--- src/rtl/sound_sdr_pkg.sv ---
// Shared types and helpers for the sound-subsystem SDRAM arbiter.
// Holds the FSM state encoding, the read byte-enable code and the 16-bit lane picker.
package sound_sdr_pkg;

  typedef enum logic [1:0] {
    IDLE,
    WAIT_CPU,
    WAIT_SMP
  } state_t;

  localparam logic [1:0] RD_SEL = 2'b00;

  // Pick the 16-bit lane of a 64-bit SDRAM burst addressed by addr[2:1].
  function automatic logic [15:0] word_sel(input logic [1:0] sel, input logic [63:0] data);
    logic [15:0] w;
    case (sel)
      2'd0:    w = data[15:0];
      2'd1:    w = data[31:16];
      2'd2:    w = data[47:32];
      default: w = data[63:48];
    endcase
    return w;
  endfunction

endpackage

--- src/rtl/sound_sdr_arb.sv ---
// Two-port toggle-handshake SDRAM arbiter: V35 CPU port (16-bit r/w) and GA20
// sample port (64-bit read) share one downstream SDRAM slot.
module sound_sdr_arb
  import sound_sdr_pkg::*;
#(
  parameter int MAX_CPU_RUN = 4,
  parameter int AW          = 25
) (
  input  logic          clk_sys,
  input  logic          reset,

  input  logic [AW-1:0] cpu_addr,
  input  logic [15:0]   cpu_din,
  input  logic [1:0]    cpu_wr_sel,
  input  logic          cpu_req,
  output logic          cpu_ack,
  output logic [15:0]   cpu_dout,

  input  logic [AW-1:0] smp_addr,
  input  logic          smp_req,
  output logic          smp_ack,
  output logic [63:0]   smp_data,

  output logic [AW-1:0] sdr_addr,
  output logic [15:0]   sdr_din,
  output logic [1:0]    sdr_wr_sel,
  output logic          sdr_req,
  input  logic          sdr_ack,
  input  logic [63:0]   sdr_dout,

  output logic          busy
);

  localparam int RUN_W = (MAX_CPU_RUN < 1) ? 1 : $clog2(MAX_CPU_RUN + 1);
  localparam logic [RUN_W-1:0] RUN_MAX = RUN_W'(MAX_CPU_RUN);

  state_t           state;
  logic [RUN_W-1:0] run_cnt;

  logic cpu_pend;
  logic smp_pend;
  logic smp_turn;
  logic grant_smp;
  logic grant_cpu;
  logic sdr_idle;

  assign cpu_pend  = (cpu_req != cpu_ack);
  assign smp_pend  = (smp_req != smp_ack);
  assign sdr_idle  = (sdr_req == sdr_ack);

  // Starvation guard: after MAX_CPU_RUN back-to-back CPU wins the sample port takes a turn.
  assign smp_turn  = (MAX_CPU_RUN != 0) && (run_cnt == RUN_MAX);
  assign grant_smp = smp_pend && (!cpu_pend || smp_turn);
  assign grant_cpu = cpu_pend && !grant_smp;

  always_ff @(posedge clk_sys or posedge reset) begin
    if (reset) begin
      state      <= IDLE;
      run_cnt    <= '0;
      busy       <= 1'b0;
      cpu_ack    <= 1'b0;
      smp_ack    <= 1'b0;
      sdr_req    <= 1'b0;
      sdr_addr   <= '0;
      sdr_din    <= '0;
      sdr_wr_sel <= RD_SEL;
      cpu_dout   <= '0;
      smp_data   <= '0;
    end else begin
      case (state)
        IDLE: begin
          if (!smp_pend) run_cnt <= '0;
          // Hold off while the controller still owes an ack (e.g. after a mid-transaction reset).
          if (sdr_idle) begin
            if (grant_cpu) begin
              sdr_addr   <= cpu_addr;
              sdr_din    <= cpu_din;
              sdr_wr_sel <= cpu_wr_sel;
              sdr_req    <= ~sdr_req;
              busy       <= 1'b1;
              state      <= WAIT_CPU;
              if (smp_pend && (run_cnt != RUN_MAX)) run_cnt <= run_cnt + RUN_W'(1);
            end else if (grant_smp) begin
              sdr_addr   <= smp_addr;
              sdr_din    <= '0;
              sdr_wr_sel <= RD_SEL;
              sdr_req    <= ~sdr_req;
              busy       <= 1'b1;
              run_cnt    <= '0;
              state      <= WAIT_SMP;
            end
          end
        end

        WAIT_CPU: begin
          if (sdr_idle) begin
            cpu_dout <= word_sel(sdr_addr[2:1], sdr_dout);
            cpu_ack  <= ~cpu_ack;
            busy     <= 1'b0;
            state    <= IDLE;
          end
        end

        WAIT_SMP: begin
          if (sdr_idle) begin
            smp_data <= sdr_dout;
            smp_ack  <= ~smp_ack;
            busy     <= 1'b0;
            state    <= IDLE;
          end
        end

        default: state <= IDLE;
      endcase
    end
  end

endmodule

--- config.mk ---
export PLATFORM = sky130hd
export DESIGN_NAME = sound_sdr_arb
export DESIGN_NICKNAME = d
export VERILOG_FILES = /design/src/rtl/sound_sdr_pkg.sv /design/src/rtl/sound_sdr_arb.sv
export SDC_FILE = /design/constraint.sdc
export NUM_CORES = 1
export LEC_CHECK = 0
export CAP_MARGIN = 10
export CORE_AREA = 4 4 116 118
export CTS_BUF_LIST = sky130_fd_sc_hd__clkbuf_2 sky130_fd_sc_hd__clkbuf_4 sky130_fd_sc_hd__clkbuf_8
export CTS_CLUSTER_SIZE = 8
export DETAILED_ROUTE_END_ITERATION = 10
export DIE_AREA = 0 0 120 122
export GPL_ROUTABILITY_DRIVEN = 0
export GPL_TIMING_DRIVEN = 0
export PLACE_DENSITY = 0.95
export SLEW_MARGIN = 10
export SYNTH_ARGS = -nofsm -noshare
export SYNTH_HDL_FRONTEND = slang
export SYNTH_SLANG_ARGS = --single-unit
--- constraint.sdc ---
create_clock -name clk_sys -period 9.3 [get_ports clk_sys]
set_input_delay 1.395 -clock clk_sys [delete_from_list [all_inputs] [get_ports clk_sys]]
set_output_delay 1.395 -clock clk_sys [all_outputs]
set_load 0.01 [all_outputs]
==> flow_summary.json <==
{
  "gr-usage-met3": 0.0724,
  "maxSlewViolCount": 0,
  "wl_per_cell_um": 23.3,
  "numCtsBuffers": 17,
  "yosysTopAreaCell": "dfrtp_1",
  "htree_levels": 4,
  "pwr-share-seq": 0.340,
  "grt.total_usage": 0.266,
  "design_area_um2": 8790,
  "hold_violations": 0,
  "worst-slew-pin-transition_ps": 853,
  "cts-root-buf": "clkbuf_8",
  "combPwrFrac": 0.518,
  "antenna_found_initial": 0,
  "grt_max_degree": 85,
  "clk_latency_ps": 450,
  "holdBufCountCts": 0,
  "grt_util_met1": 0.299,
  "syn2layout_area_growth_pct": 57.7,
  "fin_skew_ps": 14.0,
  "dr.pass1.iters": 8,
  "instances_no_fill": 834,
  "clk_pin_slew_ps": 70,
  "placement.cell_area_um2": 8450,
  "met2_usage": 0.485,
  "gr-total-overflow": 0,
  "yosysMostFrequentCell": "dfrtp_1",
  "core_area_um2": 12500,
  "synth_edf_count": 0,
  "rsz0062_at_grt": "no",
  "synthesis.instances": 367,
  "status": "complete, no violations",
  "detail_route.vias_per_cell": 5.47,
  "fp.dieArea_um2": 14600,
  "drive_above_1_share": 0.228,
  "tns_ps": 0,
  "num_rows": 41,
  "cap_violations": 0,
  "routed_wl_um": 19400,
  "fmax_ghz": 0.323,
  "grt_pass1_vias": 5023,
  "synth_area_um2": 5570,
  "period_minus_slack_ps": 3100,
  "cts_tree": "built",
  "clock_path_buffers": 2,
  "ys_warn_count": 0,
  "io_buffer_count": 263,
  "slew_headroom": 0.431,
  "die_h_um": 122,
  "synthesis.nets": 509,
  "vdd_drop_max_uv": 181,
  "post-cts-setup-buffers": 0,
  "cp-start-kind": "primary input",
  "antenna_cells": 0,
  "power_leakage_nw": 3.82,
  "dp.cells": 803,
  "grt_pass1_wl_um": 29000,
  "hold_class": "reg2reg",
  "cp_max_fo": 10,
  "nets": 792,
  "synth_top_area_share": 0.593,
  "synth.top_cells.by_area": "dfrtp_1 (59%), mux2_2 (16%), mux4_2 (6.5%), a222oi_1 (4.5%), a22o_1 (3.0%)",
  "clockPowerShare": 0.142,
  "start_util": 0.447,
  "ys_top_cells_by_count": "dfrtp_1 (132), mux2_2 (80), inv_1 (31)",
  "crit_arrival_ps": 3420,
  "busiest_layer": "met2",
  "cp.required_ps": 9620,
  "timing.final.crit_share": 0.333,
  "num_io_pins": 264,
  "cts_resized": 0,
  "p_sw_frac": 0.351,
  "die_x_um": 120,
  "drtIter0Drc": 421,
  "ys_ff_latch": 132,
  "yosysUniqueCellTypes": 29,
  "dp_hpwl_um": 14600,
  "avgSynthCellArea_um2": 15.2,
  "powerDensity_nw_per_um2": 342,
  "crit_type": "in2reg",
  "p_int_mw": 1.95,
  "finalPower_mw": 3.01,
  "worst_setup_path_end_kind": "register",
  "yosysSeqAreaShare": 0.593,
  "route.detailed.drc": 0,
  "synthArstFlopShare": 1.00,
  "synth_ff_type": "dfrtp_1",
  "setup_viol": 0,
  "finish.utilization": 0.705,
  "vias": 4559,
  "p_switching_mw": 1.06,
  "cts.sinks": 132,
  "antenna_left": 0
}
## worst max-delay path, stage by stage
cell             delay [ps]
clkdlybuf4s50_1         570
xor2_2                  400
o211ai_2                270
clkbuf_1                360
a222oi_1                330
inv_1                    80
## cells in the final DEF (no fill, tap or decap), types with 2 or more instances in the layout
cell type        count
clkbuf_8            19
xnor2_1              5
a21oi_1              3
xor2_1               2
ha_1                 5
buf_2               11
mux4_2              16
nand4_1              2
o21bai_1             2
buf_6                4
clkbuf_4             6
inv_1               30
a22o_1              19
nand2_1              7
clkinv_2             6
mux2_2              80
clkdlybuf4s50_1    263
buf_4                3
nor2_1               2
a222oi_1            25
clkbuf_1             5
o21ai_0              3
dfrtp_1            132
## cell families after synthesis
| kind of cell | share of synthesized area |
|---|---|
| AO/OA/AOI/OAI | 0.0963 |
| XOR/XNOR | 0.0168 |
| adder cells (fa/ha/maj) | 0.0112 |
| buffers and inverters | 0.0463 |
| flip-flops | 0.593 |
| multiplexers | 0.226 |
| AND/OR/NAND/NOR | 0.0101 |
## layout make-up
class | instances | area (um2)
well taps | 172 | 215
clock inverters | 6 | 30.0
inverters | 31 | 121
multi-input cells | 181 | 2010
flip-flops and latches | 132 | 3300
fillers | 885 | 3680
repair buffers | 264 | 2660
plain buffers | 23 | 141
clock buffers | 25 | 307
## routing by layer
metal  vias up  part of all wire
met1      2323              0.36
met2       246              0.55
met5         -                 0
met4         0             0.028
met3        50             0.062
li1       1940                 -
## power by group through the flow
stage / sequential, mW / clock, mW / combinational, mW
floorplan: 1.13 / 0 / 0.617
global placement: 1.00 / 0 / 1.49
detailed placement: 1.03 / 0 / 1.55
CTS: 1.02 / 0.433 / 1.56
global route: 1.05 / 0.460 / 1.65
finish: 1.02 / 0.427 / 1.56
## through the flow
stage / setup slack (ps) / hold WS [ps]
after CTS: 6270 / 505
after global placement: 2790 / 474
after floorplan: 4380 / 523
after detailed placement: 5830 / 481
after global routing: 6080 / 515
final: 6200 / 506
## registers in the layout, indices dropped and copies added, names as in the netlist
register / flops
busy: 1
run_cnt: 3
sdr_addr: 25
sdr_req: 1
sdr_wr_sel: 2
smp_ack: 1
sdr_din: 16
cpu_dout: 16
smp_data: 64
cpu_ack: 1
state: 2
## worst paths after layout
kind,from,to,slack [ps],cells past startpoint
hold / removal,sdr_din[8],sdr_din[8],510,1
min in group asynchronous,reset,sdr_addr[3],1370,2
setup reg to reg,sdr_addr[1],cpu_dout[10],6970,4
max in group asynchronous,reset,smp_data[34],7150,3
hold reg to reg,sdr_din[8],sdr_din[8],510,1
setup / recovery,cpu_req,sdr_addr[8],6200,6
Power figures use the tool's default switching activity.
